**config.mk**
```make
export PLATFORM = sky130hd
export DESIGN_NAME = odata_arbiter
export DESIGN_NICKNAME = d
export VERILOG_FILES = /design/src/rtl/odata_arbiter.sv
export SDC_FILE = /design/constraint.sdc
export NUM_CORES = 1
export LEC_CHECK = 0
export ABC_AREA = 1
export CORE_MARGIN = 1.5
export CORE_UTILIZATION = 35
export CTS_CLUSTER_SIZE = 28
export DETAILED_ROUTE_END_ITERATION = 10
export GPL_ROUTABILITY_DRIVEN = 1
export HOLD_SLACK_MARGIN = 0.08
export MAX_ROUTING_LAYER = met4
export PLACE_DENSITY_LB_ADDON = 0.15
export SLEW_MARGIN = 20
export SYNTH_ARGS = -nofsm -noshare
export SYNTH_HDL_FRONTEND = slang
export SYNTH_SLANG_ARGS = --single-unit
export TNS_END_PERCENT = 1
```
**constraint.sdc**
```tcl
create_clock -name sclk -period 2.5 [get_ports sclk]
set_input_delay 0.5 -clock sclk [delete_from_list [all_inputs] [get_ports sclk]]
set_output_delay 0.5 -clock sclk [all_outputs]
set_load 0.01 [all_outputs]
```
**src/rtl/odata_arbiter.sv**
```systemverilog
// odata_arbiter: round-robin arbiter sharing one registered odata line among
// NREQ level-handshake requesters, with a mandatory GAP_CYC idle gap between
// owners. Optional feature macro: ODATA_ARB_TIMEOUT_EN (forced release after
// HOLD_MAX grant cycles, flagged by a one-cycle timeout pulse). Without the
// macro there is no hold counter and timeout stays 0.

// Per-requester slice: only the current owner (its gnt bit set) contributes
// its data bit and its release indication to the shared reductions.
module odata_arbiter_lane (
    input  logic req,
    input  logic din,
    input  logic own,
    output logic dbit,
    output logic drop
);
    assign dbit = own & din;
    assign drop = own & ~req;
endmodule

module odata_arbiter #(
    parameter int NREQ     = 4,
    parameter int GAP_CYC  = 1,
    parameter int HOLD_MAX = 16
) (
    input  logic            sclk,
    input  logic            rst,
    input  logic [NREQ-1:0] req,
    input  logic [NREQ-1:0] din,
    output logic [NREQ-1:0] gnt,
    output logic            odata,
    output logic            busy,
    output logic            timeout
);
    localparam int PW = (NREQ > 1) ? $clog2(NREQ) : 1;

    typedef enum logic [1:0] {S_IDLE, S_GRANT, S_GAP} state_t;

    // Reject out-of-range configurations at elaboration
    generate
        if (NREQ < 2 || NREQ > 16)
            $error("odata_arbiter: NREQ out of range 2..16");
        if (GAP_CYC < 1 || GAP_CYC > 15)
            $error("odata_arbiter: GAP_CYC out of range 1..15");
        if (HOLD_MAX < 2 || HOLD_MAX > 255)
            $error("odata_arbiter: HOLD_MAX out of range 2..255");
    endgenerate

    state_t          state_q, state_d;
    logic [NREQ-1:0] gnt_d;
    logic            odata_d;
    logic            tmo_d;
    logic [PW-1:0]   ptr_q, ptr_d;
    logic [3:0]      gap_q, gap_d;
    logic [PW-1:0]   cand;
    logic [PW-1:0]   win_idx;
    logic            win_found;
    logic [NREQ-1:0] lane_dbit, lane_drop;
    logic            own_dbit, own_drop;
    logic            hold_exp;

    // The registered one-hot grant doubles as the owner select, so no
    // owner index register is needed.
    genvar gi;
    generate
        for (gi = 0; gi < NREQ; gi++) begin : g_lane
            odata_arbiter_lane u_lane (
                .req  (req[gi]),
                .din  (din[gi]),
                .own  (gnt[gi]),
                .dbit (lane_dbit[gi]),
                .drop (lane_drop[gi])
            );
        end
    endgenerate

    assign own_dbit = |lane_dbit;
    assign own_drop = |lane_drop;
    assign busy     = (state_q != S_IDLE);

    // Round-robin search: first set req bit starting at ptr, wrapping
    always_comb begin
        win_found = 1'b0;
        win_idx   = '0;
        cand      = '0;
        for (int k = 0; k < NREQ; k++) begin
            cand = PW'((int'(ptr_q) + k) % NREQ);
            if (!win_found && req[cand]) begin
                win_found = 1'b1;
                win_idx   = cand;
            end
        end
    end

`ifdef ODATA_ARB_TIMEOUT_EN
    logic [7:0] hold_q, hold_d;

    // Hold counter: cleared on grant, counts each GRANT cycle that keeps going
    always_comb begin
        hold_d = hold_q;
        if (state_q == S_IDLE && win_found)
            hold_d = '0;
        else if (state_q == S_GRANT && !own_drop && !hold_exp)
            hold_d = hold_q + 8'd1;
    end

    // Hold counter register
    always_ff @(posedge sclk or negedge rst) begin
        if (!rst) hold_q <= '0;
        else      hold_q <= hold_d;
    end

    assign hold_exp = (state_q == S_GRANT) && (hold_q == 8'(HOLD_MAX - 1));
`else
    assign hold_exp = 1'b0;
`endif

    // Next-state and output decode; a voluntary release wins over a timeout
    // that would expire on the same edge, so no pulse is raised then.
    always_comb begin
        state_d = state_q;
        gnt_d   = gnt;
        odata_d = 1'b0;
        tmo_d   = 1'b0;
        ptr_d   = ptr_q;
        gap_d   = gap_q;
        case (state_q)
            S_IDLE: begin
                if (win_found) begin
                    state_d = S_GRANT;
                    gnt_d   = NREQ'(1) << win_idx;
                    ptr_d   = (win_idx == PW'(NREQ - 1)) ? '0 : win_idx + 1'b1;
                end
            end
            S_GRANT: begin
                if (own_drop) begin
                    state_d = S_GAP;
                    gnt_d   = '0;
                    gap_d   = '0;
                end else if (hold_exp) begin
                    state_d = S_GAP;
                    gnt_d   = '0;
                    gap_d   = '0;
                    tmo_d   = 1'b1;
                end else begin
                    odata_d = own_dbit;
                end
            end
            S_GAP: begin
                gnt_d = '0;
                if (gap_q == 4'(GAP_CYC - 1))
                    state_d = S_IDLE;
                else
                    gap_d = gap_q + 4'd1;
            end
            default: begin
                state_d = S_IDLE;
                gnt_d   = '0;
            end
        endcase
    end

    // State and output registers, cleared asynchronously
    always_ff @(posedge sclk or negedge rst) begin
        if (!rst) begin
            state_q <= S_IDLE;
            gnt     <= '0;
            odata   <= 1'b0;
            timeout <= 1'b0;
            ptr_q   <= '0;
            gap_q   <= '0;
        end else begin
            state_q <= state_d;
            gnt     <= gnt_d;
            odata   <= odata_d;
            timeout <= tmo_d;
            ptr_q   <= ptr_d;
            gap_q   <= gap_d;
        end
    end
endmodule
```
# After elaboration in Yosys (flattened, before gate mapping)
# Cells that the tools add are included.
# totals
regBits	13
output_inout_bits	7
word_cells	78
# op_classes
n_addsub	5
order_cmp	4
n_eq_ne	7
shifts	1
mux	28
n_bitwise	12
reduce_logical	16
# op_table
op	count
2-to-1 mux 2 bit	8
case mux 4 bit (2 select lines)	2
< comparator 2 x 3 -> 1 bit (second input constant)	4
2-to-1 mux 4 bit	3
2-to-1 mux 1 bit	10
AND 1 bit	8
binary-select mux 1 bit (select 2 bit)	4
inequality test 2 bit (second input constant)	4
OR reduction 4 bit	2
case mux 2 bit (3 select lines)	1
AND reduction 3 bit	2
adder 2 x 1 -> 2 bit (second input constant)	2
adder 2 bit (second input constant)	2
adder 4 x 1 -> 4 bit (second input constant)	1
equality test 2 bit (second input constant)	2
zero test 4 bit	1
inverter 1 bit	4
AND reduction 2 bit	2
nonzero test 2 bit	2
left shift 1 x 2 -> 4 bit (first input constant)	1
logical AND 1 bit	3
zero test 1 bit	3
equality test 2 x 1 -> 1 bit (second input constant)	1
zero test 2 bit	1

# Depth between registers and ports, before layout
# depth
word_depth	15
mapped_depth	15
depth_no_buf	14

# Hierarchy
# Synthesis repeated with hierarchy kept, for this count alone.
# unflattened
cells_unflattened	155
hier_area_um2	1004.7
# by_module_without_submodules
module	n_inst	cells_each	area_per_inst_um2
odata_arbiter	1	139	934.6
odata_arbiter_lane	4	4	17.5

# Least setup slack after synthesis
# Ideal clock, no wire load.
# synth_timing
kind	input port to flip-flop
start	input port req[3]
end	register ptr_q[1]
setup_time_ns	0.116
t_arrival_ns	1.608
slack_ns	0.776
stages	11
path_cell_list	inv_1 nand2_1 nand3_1 nand2_2 nor2_4 nand3_2 nand3_1 inv_1 ha_1 nand2_1 nand2_1
# synth_via
elab_chain_cells	14
elab_cells_between_ends	26
classes_between	add/sub: 1; eq/ne: 1; mux: 17; reduce/logical: 7
# synth_rtl
item	line	text
from (decl)	27	input logic [NREQ-1:0] req,
binary-select mux 1 bit (select 2 bit)	87	if (!win_found && req[cand]) begin
2-to-1 mux 1 bit (implied by the code)	87	
2-to-1 mux 1 bit	87	
zero test 1 bit	87	
logical AND 1 bit	87	
2-to-1 mux 1 bit	87	
zero test 1 bit	87	
logical AND 1 bit	87	
2-to-1 mux 1 bit	87	
zero test 1 bit	87	
logical AND 1 bit	87	
2-to-1 mux 2 bit	87	
adder 2 x 1 -> 2 bit or equality test 2 bit (tied branches)	131	ptr_d = (win_idx == PW'(NREQ - 1)) ? '0 : win_idx + 1'b1;
2-to-1 mux 2 bit	131	
to (signal assigned)	176	ptr_q <= ptr_d;
to (decl)	52	logic [PW-1:0] ptr_q, ptr_d;
# Parallel ways exist; a longest one is shown, timed or not. The select of a mux whose other input is x is not followed.
# A chain may end at the register's enable or synchronous reset.

# Worst setup path after layout
# layout_timing
start	input port req[1]
end	register ptr_q[1]
# The elaborated chain is that of the path after synthesis.

==> results.md <==
- Synthesis inferred 13 register bits.
- Summed over its instances, the top area cell type makes up 33.0% of the synthesized netlist area.
- The synthesized design spends more area on one cell type than any other, namely dfrtp_1.
- The horizontal die dimension is 56.1 um.
- Yosys attributes the largest share of cell area to dfrtp_1, nand2_1, ha_1.
- The maximum fanout along the worst path is 5.
- The clock tree from TritonCTS is built.
- After detailed routing, the average wire length per cell comes to 10.9 um.
- For this run, the detailed router's first-pass iteration total came to 4.
- Once routing completed, OpenROAD measured the worst setup slack at 0.439 ns.
- The detailed router placed 857 vias in this run.
- The half-perimeter wire length after detailed placement is 1620 um.
- The hold path depth is 1.
- The remaining antenna violation count after routing is 0.
- The floorplan step defined a die boundary enclosing 0.00315 mm2.
- The maximum clock path buffer count is 2.
- The final critical path time including I/O delays and setup is 2.06 ns.
- The aggregate routed wire length is 1980 um.
- When the netlist entered floorplanning its net count stood at 154.
- The total standard cell area after synthesis is 987 um2.
- The tightest min-delay check is of the reg2reg type.
- Data on the critical path is required at its endpoint by 2.67 ns.
- Synthesis handed over a netlist of 138 instances.
- Yosys printed 0 warnings.
- The final core utilization is 42.6%.
- In this run the number of H-tree levels came out at 1.
- The worst reg2reg path startpoint is ptr_q[0]$_DFFE_PN0P_.
- Across the VDD grid, the largest voltage drop is 0.584 mV.
- The slack of the worst reg-to-reg path is 0.52 ns.
- The boundary pin count is 17.
- The launch instance of the worst min-delay path is gap_q[3]$_DFFE_PN0P_.
- STA classifies the critical path endpoint as a flip-flop.
- The power density over cell area is 1160 mW/mm2.
- The number of antenna violations at the first check in global routing is 0.
- Clock-pin slew was measured on the worst setup and hold paths at 0.08 ns.
- The floorplan die height is 56.1 um.
- The length in cells of the worst reg-to-reg path is 10.
- Cells with a size suffix above 1 make up 13.2% of the layout.
- The number of hold buffers added after CTS was 0.
- The post-placement cell area is 0.00113 mm2.
- The path with the worst hold slack has its endpoint at gap_q[3]$_DFFE_PN0P_.
- The finished layout cell area is 0.00115 mm2.
- For this run, the post-layout net count is 168.
- The critical path launch point type is a primary input.
- The static power due to leakage is 0.617 nW.
- Based on the critical path, the design can be clocked at up to 485 MHz.
- The transition time of the tightest slew-check pin is 0.591 ns.
- The detailed-route DRC error count is 0.
- The post-synthesis average cell area is 7.15 um2.
- Global routing finished with a remaining overflow of 0.
- The final setup violation count is 0.
- The count of filler cells inserted in the layout is 290.
- The final number of hold-violating endpoints came to 0.
- OpenSTA, run right after detailed placement, puts the worst setup slack at 0.149 ns.
- The clock sink count is 13.
- Row generation in the floorplan step produced 19 rows.
- Setup repair after global routing left no endpoint under its margin.
- The first-iteration detailed-routing DRC count is 18.
- Relative to the synthesized area, the layout overhead comes to 16.9%.
- The reg-to-reg critical path endpoint is ptr_q[1]$_DFFE_PN0P_.
- Once the floorplan was initialized, standard cells occupied 36.4% of the core.
- Global routing used 15.0% of the available tracks.
- Data arrives at the worst endpoint at 2.23 ns.
- The number of max-slew violations in the final report is 0.
- The number of placed instances, taps included, is 178.
- The core area is 0.00271 mm2.
- Across the run, the number of max-cap violations was 0.
- The number of cells in the finished layout apart from fillers is 182.
- Adding up every negative setup slack in the final design gives 0 ns.
- The critical path is of the in2reg type.
- In this run the tightest slew margin relative to its limit is 60.5%.
- The maximum number of pins on one net before global-route repair is 14.
- The total inserted antenna cells is 0.
- The portion of the post-synthesis area used by sequential elements is 33.0%.
- The root buffer cell is clkbuf_4.
- The placer congestion estimate is 0.789.
- Of the available clock period, the critical path in the final layout requires 82.5%.
- In the final layout, flip-flops and latches occupy 325 um2.
- Summing all multi-input logic gate instances after layout gives 538 um2.
- The number of clock buffers inserted by TritonCTS is 3.
- The number of global-route vias before repair is 843.
- The post-cts resize count is 0.
- The insertion delay of the later-clocked pin in the worst-skew pair is 0.27 ns.
- The number of input and output port buffers inserted is 15.
- The run finished with clean final reports.
- After detailed routing, the number of vias per cell comes to 4.71.
- The number of setup buffers added after CTS is 0.
- The global-route wire length before repair is 3620 um.
- On the final layout, the worst clock skew is 0.000899 ns.
- The distinct cell type count of the synthesized netlist is 24.
## layout by cell type (no fill, tap or decap), types with 2 or more instances in the layout
cell	netlist	routed
nand4_1	4	4
nand3_1	10	10
o21ai_0	5	5
ha_1	6	6
dfrtp_1	13	13
inv_1	15	15
nor2_1	7	7
clkdlybuf4s50_1	0	15
clkbuf_4	0	3
nand2_2	8	8
a21oi_1	2	2
nand2_4	3	3
nand2_1	48	48
## synthesized netlist by cell type
master,count
a21oi_1,2
a221oi_1,1
a22o_1,1
buf_4,5
buf_6,1
conb_1,1
dfrtp_1,13
ha_1,6
inv_1,15
inv_2,1
inv_4,1
inv_6,1
nand2_1,48
nand2_2,8
nand2_4,3
nand2b_1,1
nand3_1,10
nand3_2,1
nand3b_1,1
nand4_1,4
nor2_1,7
nor2_2,1
nor2_4,1
o21ai_0,5
## area by class of cell
class | count | area share (%)
Timing Repair Buffer | 15 | 13.0
Clock buffer | 4 | 2.28
Sequential cell | 13 | 28.2
Tap cell | 31 | 3.36
Inverter | 18 | 6.51
Multi-Input combinational cell | 101 | 46.6
## per-stage QoR
step	total power, mW	hold slack, ns
after floorplan	1.04	0.204
after global placement	1.22	0.458
after detailed placement	1.22	0.467
after CTS	1.36	0.481
after global routing	1.50	0.495
final	1.34	0.469
## metal layers
layer	vias to the layer above	share of wire, %	GRT usage (%)
met3	2	3.0	4.42
met5	-	0	-
li1	455	-	-
met1	393	45	17.4
met2	7	51	25.0
met4	0	0.71	4.42
## sequential cells by signal, summed over array words and instances (netlist names)
signal	cells
gap_q	4
gnt	4
odata	1
ptr_q	2
state_q	2
## logic make-up after synthesis
logic type | after synthesis | synth area share [%]
other | 1 | 0.380
adder cells (fa/ha/maj) | 6 | 7.60
AO/OA/AOI/OAI | 9 | 5.32
buffers and inverters | 24 | 12.5
flip-flops | 13 | 33.0
AND/OR/NAND/NOR | 85 | 41.2
## power breakdown
part | switching, mW | total, mW | internal (mW) | leakage (nW)
registers | 0.0721 | 0.339 | 0.267 | 0.172
clock network | 0.0679 | 0.130 | 0.0618 | 0.0150
logic | 0.544 | 0.871 | 0.327 | 0.430
## worst max-delay path by stage
stage                            from  depth (start not counted)                   end  slack, ns
2_1_floorplan                  req[3]                         11  ptr_q[1]$_DFFE_PN0P_       0.78
3_3_place_gp                   req[1]                         12  ptr_q[1]$_DFFE_PN0P_       0.19
3_5_place_dp                   req[1]                         12  ptr_q[1]$_DFFE_PN0P_       0.15
4_1_cts        state_q[1]$_DFFE_PN0P_                          3                  busy       0.44
5_1_grt                        req[3]                         12  ptr_q[1]$_DFFE_PN0P_       0.29
6_report                       req[1]                         12  ptr_q[1]$_DFFE_PN0P_       0.44
## worst max-delay path, stage by stage
cell and delay (ns):
clkdlybuf4s50_1 0.45, inv_1 0.10, nand2_1 0.07, nand3_1 0.14, nand2_2 0.08, nor2_4 0.16, nand3_2 0.11, nand3_1 0.15
inv_1 0.08, ha_1 0.29, nand2_1 0.07, nand2_1 0.04
(Power assumes the default switching activity.)
